`src/rtl/irq_vector_controller.sv`:
```
// rtl/irq_vector_controller.sv - edge-latched, fixed-priority interrupt redirect with per-source vectors and EPC return
module irq_vector_controller #(
    parameter int          NUM_IRQ    = 8,
    parameter int          ADDR_W     = 32,
    parameter int unsigned VEC_BASE   = 500,
    parameter int unsigned VEC_STRIDE = 4,
    parameter int          ID_W       = (NUM_IRQ > 1) ? $clog2(NUM_IRQ) : 1
) (
    input  logic               clk,
    input  logic               reset,
    input  logic [ADDR_W-1:0]  pc_next,
    input  logic [NUM_IRQ-1:0] irq_in,
    input  logic [NUM_IRQ-1:0] irq_mask,
    input  logic               global_en,
    input  logic               return_from_isr,
    output logic [ADDR_W-1:0]  pc_next_final,
    output logic [NUM_IRQ-1:0] irq_ack,
    output logic               flush,
    output logic               in_isr,
    output logic [ID_W-1:0]    active_id,
    output logic [ADDR_W-1:0]  epc,
    output logic [NUM_IRQ-1:0] pending
);

    localparam logic [1:0] ST_NORMAL = 2'd0;
    localparam logic [1:0] ST_TAKE   = 2'd1;
    localparam logic [1:0] ST_ISR    = 2'd2;

    logic [1:0]         r_state;
    logic [NUM_IRQ-1:0] r_irq_in_d;
    logic [NUM_IRQ-1:0] r_pending;
    logic [ID_W-1:0]    r_active_id;
    logic [ADDR_W-1:0]  r_epc;

    logic [NUM_IRQ-1:0] w_rise;
    logic [NUM_IRQ-1:0] w_eligible;
    logic [NUM_IRQ-1:0] w_onehot;
    logic [NUM_IRQ-1:0] w_clear;
    logic [ID_W-1:0]    w_winner;
    logic               w_any;
    logic               w_is_take;
    logic               w_ret;
    logic [ADDR_W-1:0]  w_vector;

    assign w_rise     = irq_in & ~r_irq_in_d;
    assign w_eligible = global_en ? (r_pending & irq_mask) : '0;
    assign w_any      = |w_eligible;
    assign w_is_take  = (r_state == ST_TAKE);
    assign w_ret      = (r_state == ST_ISR) && return_from_isr;
    assign w_clear    = w_is_take ? w_onehot : '0;
    assign w_vector   = ADDR_W'(VEC_BASE) + ADDR_W'(r_active_id) * ADDR_W'(VEC_STRIDE);

    // Scan from the top down so the lowest eligible index is the one left standing.
    always_comb begin
        w_winner = '0;
        for (int i = NUM_IRQ - 1; i >= 0; i--) begin
            if (w_eligible[i]) begin
                w_winner = ID_W'(i);
            end
        end
    end

    always_comb begin
        w_onehot = '0;
        for (int i = 0; i < NUM_IRQ; i++) begin
            w_onehot[i] = (r_active_id == ID_W'(i));
        end
    end

    always_comb begin
        pc_next_final = pc_next;
        irq_ack       = '0;
        flush         = 1'b0;
        if (w_is_take) begin
            pc_next_final = w_vector;
            irq_ack       = w_onehot;
            flush         = 1'b1;
        end else if (w_ret) begin
            pc_next_final = r_epc;
            flush         = 1'b1;
        end
    end

    always_ff @(posedge clk) begin
        if (reset) begin
            r_state     <= ST_NORMAL;
            r_irq_in_d  <= '0;
            r_pending   <= '0;
            r_active_id <= '0;
            r_epc       <= '0;
        end else begin
            r_irq_in_d <= irq_in;
            // A fresh edge on the source being acknowledged re-arms it: set wins over clear.
            r_pending  <= (r_pending & ~w_clear) | w_rise;
            case (r_state)
                ST_NORMAL: begin
                    if (w_any) begin
                        r_active_id <= w_winner;
                        r_state     <= ST_TAKE;
                    end
                end
                ST_TAKE: begin
                    r_epc   <= pc_next;
                    r_state <= ST_ISR;
                end
                ST_ISR: begin
                    if (return_from_isr) begin
                        r_state <= ST_NORMAL;
                    end
                end
                default: r_state <= ST_NORMAL;
            endcase
        end
    end

    assign in_isr    = (r_state == ST_TAKE) || (r_state == ST_ISR);
    assign active_id = r_active_id;
    assign epc       = r_epc;
    assign pending   = r_pending;

endmodule
```
`config.mk`:
```
export PLATFORM = sky130hd
export DESIGN_NAME = irq_vector_controller
export DESIGN_NICKNAME = d
export VERILOG_FILES = /design/src/rtl/irq_vector_controller.sv
export SDC_FILE = /design/constraint.sdc
export NUM_CORES = 1
export LEC_CHECK = 0
export ABC_AREA = 1
export BUFFER_PORTS_ARGS = -buffer_cell sky130_fd_sc_hd__buf_2
export CAP_MARGIN = 10
export CORE_MARGIN = 5
export CORE_UTILIZATION = 28
export DETAILED_ROUTE_END_ITERATION = 8
export HOLD_SLACK_MARGIN = 0.02
export SYNTH_ARGS = -nofsm -noshare
export SYNTH_HDL_FRONTEND = slang
export SYNTH_SLANG_ARGS = --single-unit
```
`constraint.sdc`:
```
create_clock -name clk -period 1.5 [get_ports clk]
set_input_delay 0.075 -clock clk [delete_from_list [all_inputs] [get_ports clk]]
set_output_delay 0.075 -clock clk [all_outputs]
set_load 0.1 [all_outputs]
```
* Yosys cells after proc, flatten, opt, wreduce, memory -nomap -nowiden *
Cells that the tools add are included.

storage, ports and cells
  flip-flop bits (word level) = 53
  input bits = 52
  output and inout port bits = 85

operators by class
  add/subtract/negate cells = 1
  eq/ne operators = 11
  multiplexer cells = 17
  bitwise operators = 6
  reduce and logical (&&, ||, !) cells = 7

operator list
  operator                                                         count
  32-bit 2-to-1 mux                                                2
  8-bit bitwise AND                                                3
  3-bit 2-to-1 mux                                                 8
  8-bit 2-to-1 mux                                                 2
  8-bit inverter                                                   2
  3-bit == test, second input constant                             4
  9-bit by 5-bit adder with 10-bit output, first input constant    1
  8-bit bitwise OR                                                 1
  8-bit OR reduction                                               1
  3-bit by 2-bit == test with 1-bit output, second input constant  2
  2-bit one-hot mux with 3 select lines                            1
  2-bit 2-to-1 mux                                                 2
  2-bit != test, second input constant                             2
  2-bit AND reduction                                              2
  3-bit by 1-bit == test with 1-bit output, second input constant  1
  3-bit logical NOT                                                1
  2-bit by 1-bit == test with 1-bit output, second input constant  1
  2-bit == test, second input constant                             1
  2-bit logical NOT                                                1
  1-bit 2-to-1 mux                                                 2
  1-bit logical AND                                                1
  1-bit logical OR                                                 1

* Logic depth before layout (Yosys ltp) *
  word-level depth = 10
  depth in mapped cells = 11

* Worst setup path before layout *
Ideal clock, no wire load.

  path kind = register to output
  start = register r_active_id[0], in the netlist active_id[0]
  end = output pc_next_final[6]
  arrival time = 3421 ps
  required time = 1425 ps
  slack = -1996 ps
  stages on the path, launching flop included = 6
  cells stage by stage = dfxtp_1 > ha_1 > inv_1 > ha_1 > inv_1 > o21ai_0

between the ends
  cells in the longest elaborated chain, start to end = 2

RTL lines
  what                                     line  text
  start: declaration                       32    logic [ID_W-1:0] r_active_id;
  start signal: assignment                 98    r_active_id <= w_winner;
  9-bit by 5-bit adder with 10-bit output  51    assign w_vector = ADDR_W'(VEC_BASE) + ADDR_W'(r_active_id) * ADDR_W'(VEC_STRIDE);
  32-bit 2-to-1 mux                        74    if (w_is_take) begin
  end: declaration                         16    output logic [ADDR_W-1:0] pc_next_final,

No other way between the ends.

* Worst setup path after layout *
  start = register r_state[0]
  end = output pc_next_final[14]

between the ends
  cells in the longest elaborated chain, start to end = 4
  elaborated cells between the ends (all ways) = 5
  those cells by class = 2 x eq/ne; 2 x mux; 1 x reduce/logical

RTL lines
  what                      line  text
  start: declaration        29    logic [1:0] r_state;
  start signal: assignment  86    r_state <= ST_NORMAL;
  start signal: assignment  99    r_state <= ST_TAKE;
  start signal: assignment  104   r_state <= ST_ISR;
  2-bit == test             49    assign w_ret = (r_state == ST_ISR) && return_from_isr;
  1-bit logical AND         49
  32-bit 2-to-1 mux         78    end else if (w_ret) begin
  32-bit 2-to-1 mux (*)     74

Every way passes the cells marked *; elsewhere a longest branch is shown, timed or not.

==> impl_metrics.py <==
metrics = {
    "outcome": {
        "run_status": "finished with violations",
        "violations": "negative setup slack",
    },
    "floorplan": {
        "die_h_um": 105.6,
        "dieWidth_um": 105.6,
        "dieArea_um2": 11150,
        "io_pins": 137,
        "num_rows": 34,
        "core_area_um2": 8806,
        "start_util_pct": 29.07,
    },
    "routing": {
        "highest_layer": "met4",
        "drt_iter0_drc": 100,
        "wl_met2_um": 5163,
        "drc_errors": 0,
        "firstDrtPassIters": 4,
        "wl_met3_um": 815,
        "wl_per_cell_um": 15.32,
        "drtAntennaViolNets": 0,
        "vias": 3234,
        "wl_um": 10430,
        "met1_length_um": 4222,
        "routed_via_density": 4.749,
    },
    "pwr": {
        "switchingPower_mw": 6.434,
        "internal_power_mw": 5.061,
        "p_seq_share_pct": 15.9,
        "powerDensity_nw_per_um2": 2030,
        "p_comb_share_pct": 76.2,
        "power_frac_clock_pct": 7.9,
        "netSwitchingFraction_pct": 55.97,
        "finalPower_mw": 11.49,
        "max-vdd-ir-drop_mv": 0.9158,
        "leakage_nw": 2.478,
    },
    "yosys": {
        "synth_top_family_by_area": "simple AND/OR/NAND/NOR gates",
        "syn_area_um2": 2560,
        "synth_mux_area_share_pct": 0,
        "avgSynthCellArea_um2": 7.014,
        "synthCells": 365,
        "synthXorXnorAreaFrac_pct": 0,
        "yosys.area_share.simple_pct": 26.44,
        "ys_ff_latch": 53,
        "synth_warnings": 0,
        "ys_seq_area_share_pct": 41.45,
        "synth_fa_ha_area_share_pct": 4.888,
        "ys_types": 22,
        "synth_compound_area_share_pct": 18.87,
        "syn_nets": 427,
    },
    "setup_path": {
        "cp.arrival_ns": 1.82,
        "r2r_slack_ns": 0.07,
        "cp_data_required_time_ns": 1.42,
        "start_kind": "flop",
        "slowest_delay_ns": 0.39,
        "critPathMaxFanout": 8,
        "end_kind": "output pin",
        "crit_type": "reg -> out",
        "path_cells": "inv_4 -> ha_4 -> nand2_4 -> inv_4 -> nor2_4 -> inv_4 -> buf_12 -> buf_12 -> a21oi_4 -> buf_12",
        "slowest_stage": "dfxtp_4",
        "rr_worst_depth": 8,
    },
    "timing": {
        "maxSlewHeadroom_pct": 65.69,
        "hold_viol_final": 0,
        "report.final.slew_viol_count": 0,
        "skew_ns": 0.01335,
        "finalCriticalPeriod_ns": 1.894,
        "timing.final.crit_share_pct": 126.3,
        "setup_viol": 41,
        "whs_ns": 0.03411,
        "rsz0062_at_grt": "true",
        "postLayoutSetupSlackWorst_ns": -0.3942,
        "fmax_ghz": 0.5279,
        "tightest_slew_ns": 0.5183,
    },
    "global_route": {
        "grt_pass1_wl_um": 16820,
        "grt_overflow": 0,
        "grt_pass1_vias": 3425,
        "grt_usage_pct": 18.30,
        "grt_antenna_before_repair": 0,
        "grt_max_degree": 27,
    },
    "cts": {
        "cts.clk_slew.worst_paths_ns": 0.09,
        "htree_levels": 2,
        "cts_tree": "yes",
        "cts_buffer_depth": 2,
        "clkLatencyLatePin_ns": 0.31,
        "cts.root.buffer_cell": "clkbuf_8",
        "cts_buffers": 5,
        "numClockSinks": 53,
    },
    "min_path": {
        "worstHoldPathType": "in -> reg",
        "holdPathStages": 3,
    },
    "layout": {
        "area_growth_pct": 121.2,
        "mostFrequentLayoutCell": "buf_2",
        "stdcell_area_um2": 5662,
        "final_cell_mix": "buf_2 (94), nand2_1 (73), buf_12 (51), dfxtp_2 (39), a21oi_1 (34)",
        "drive_gt1_share_pct": 60.73,
        "post-route-util_pct": 64.29,
        "antenna_cells": 0,
        "nets": 634,
    },
    "place": {
        "dpl.hpwl_um": 7182,
        "io_buffers": 136,
        "place_area_um2": 4637,
        "gp_congestion": 0.7850,
    },
    "flow_run": {
        "max_cap_violations": 0,
    },
}
-- cells in the mapped netlist, drive strengths merged --
cell type  instances  area share, %
dfxtp             53             41
o21ai             17            3.9
o31ai              2           0.59
inv               31            4.5
nand3             10            3.3
a21oi             61             12
clkbuf            11            1.6
buf               10            2.2
o32ai              6            2.1
nand2            105             16
nor2              48            7.3
ha                10            4.9
a31oi              1           0.24
-- critical path, delay by kind of cell, from the launching register on --
family | cells | cell delay [ns]
buffers and inverters | 6 | 0.64
AND/OR/NAND/NOR | 2 | 0.17
AO/OA/AOI/OAI | 1 | 0.15
flip-flops | 1 | 0.39
adder cells (fa/ha/maj) | 1 | 0.16
-- cell type report --
class / instances / area, um^2
fillers: 704 / 3144
repair buffers: 221 / 2238
multi-input cells: 260 / 1916
flip-flops and latches: 53 / 1129
inverters: 31 / 141.4
well taps: 108 / 135.1
clock buffers: 7 / 97.59
clock inverters: 1 / 5.005
-- routing by layer --
layer / global-route usage [%] / vias up
met5: 0 / -
met4: 4.903 / 0
met3: 4.951 / 19
met2: 33.11 / 133
met1: 21.24 / 1497
li1: - / 1585
-- final timing paths --
path                                    start                end
worst max-delay path               r_state[0]  pc_next_final[14]
worst min-delay path              pc_next[14]            epc[14]
worst max register to register     r_state[1]         pending[6]
worst min register to register  r_irq_in_d[7]         pending[7]
-- cells by family after synthesis --
group                      after synthesis
buffers and inverters                   52
and+or+nand+nor                        163
AOI/OAI and AO/OA                       87
DFF                                     53
adders and majority gates               10
-- stage by stage --
step | worst slack [ns] | TNS, ns | instances
after floorplan | -0.2070 | -6.239 | 365
after global placement | -0.04748 | -0.8845 | 615
after detailed placement | -0.07532 | -1.467 | 615
after CTS | -0.3781 | -11.57 | 678
after global routing | -0.4570 | -14.83 | 681
final | -0.3942 | -12.21 | 681
-- power by group through the flow --
stage	clock, mW	combinational [mW]	sequential [mW]
4_1_cts	0.951	8.54	1.81
3_3_place_gp	0	7.79	1.80
6_report	0.909	8.76	1.82
5_1_grt	1.00	9.07	1.85
3_5_place_dp	0	7.85	1.81
2_1_floorplan	0	4.32	3.01
-- registers in the layout, indices dropped and copies added, names as in the netlist --
| register | flops |
|---|---|
| r_irq_in_d | 8 |
| epc | 32 |
| r_state | 2 |
| active_id | 3 |
| pending | 8 |
-- timing repair --
action,in CTS,in global routing
resized for setup,52,35
endpoints found under the hold margin,35,0
gates cloned,3,0
buffers inserted,20,7
endpoints found under the setup margin,41,42
pin swaps,25,9
hold buffers,33,0
Power figures use the tool's default switching activity.
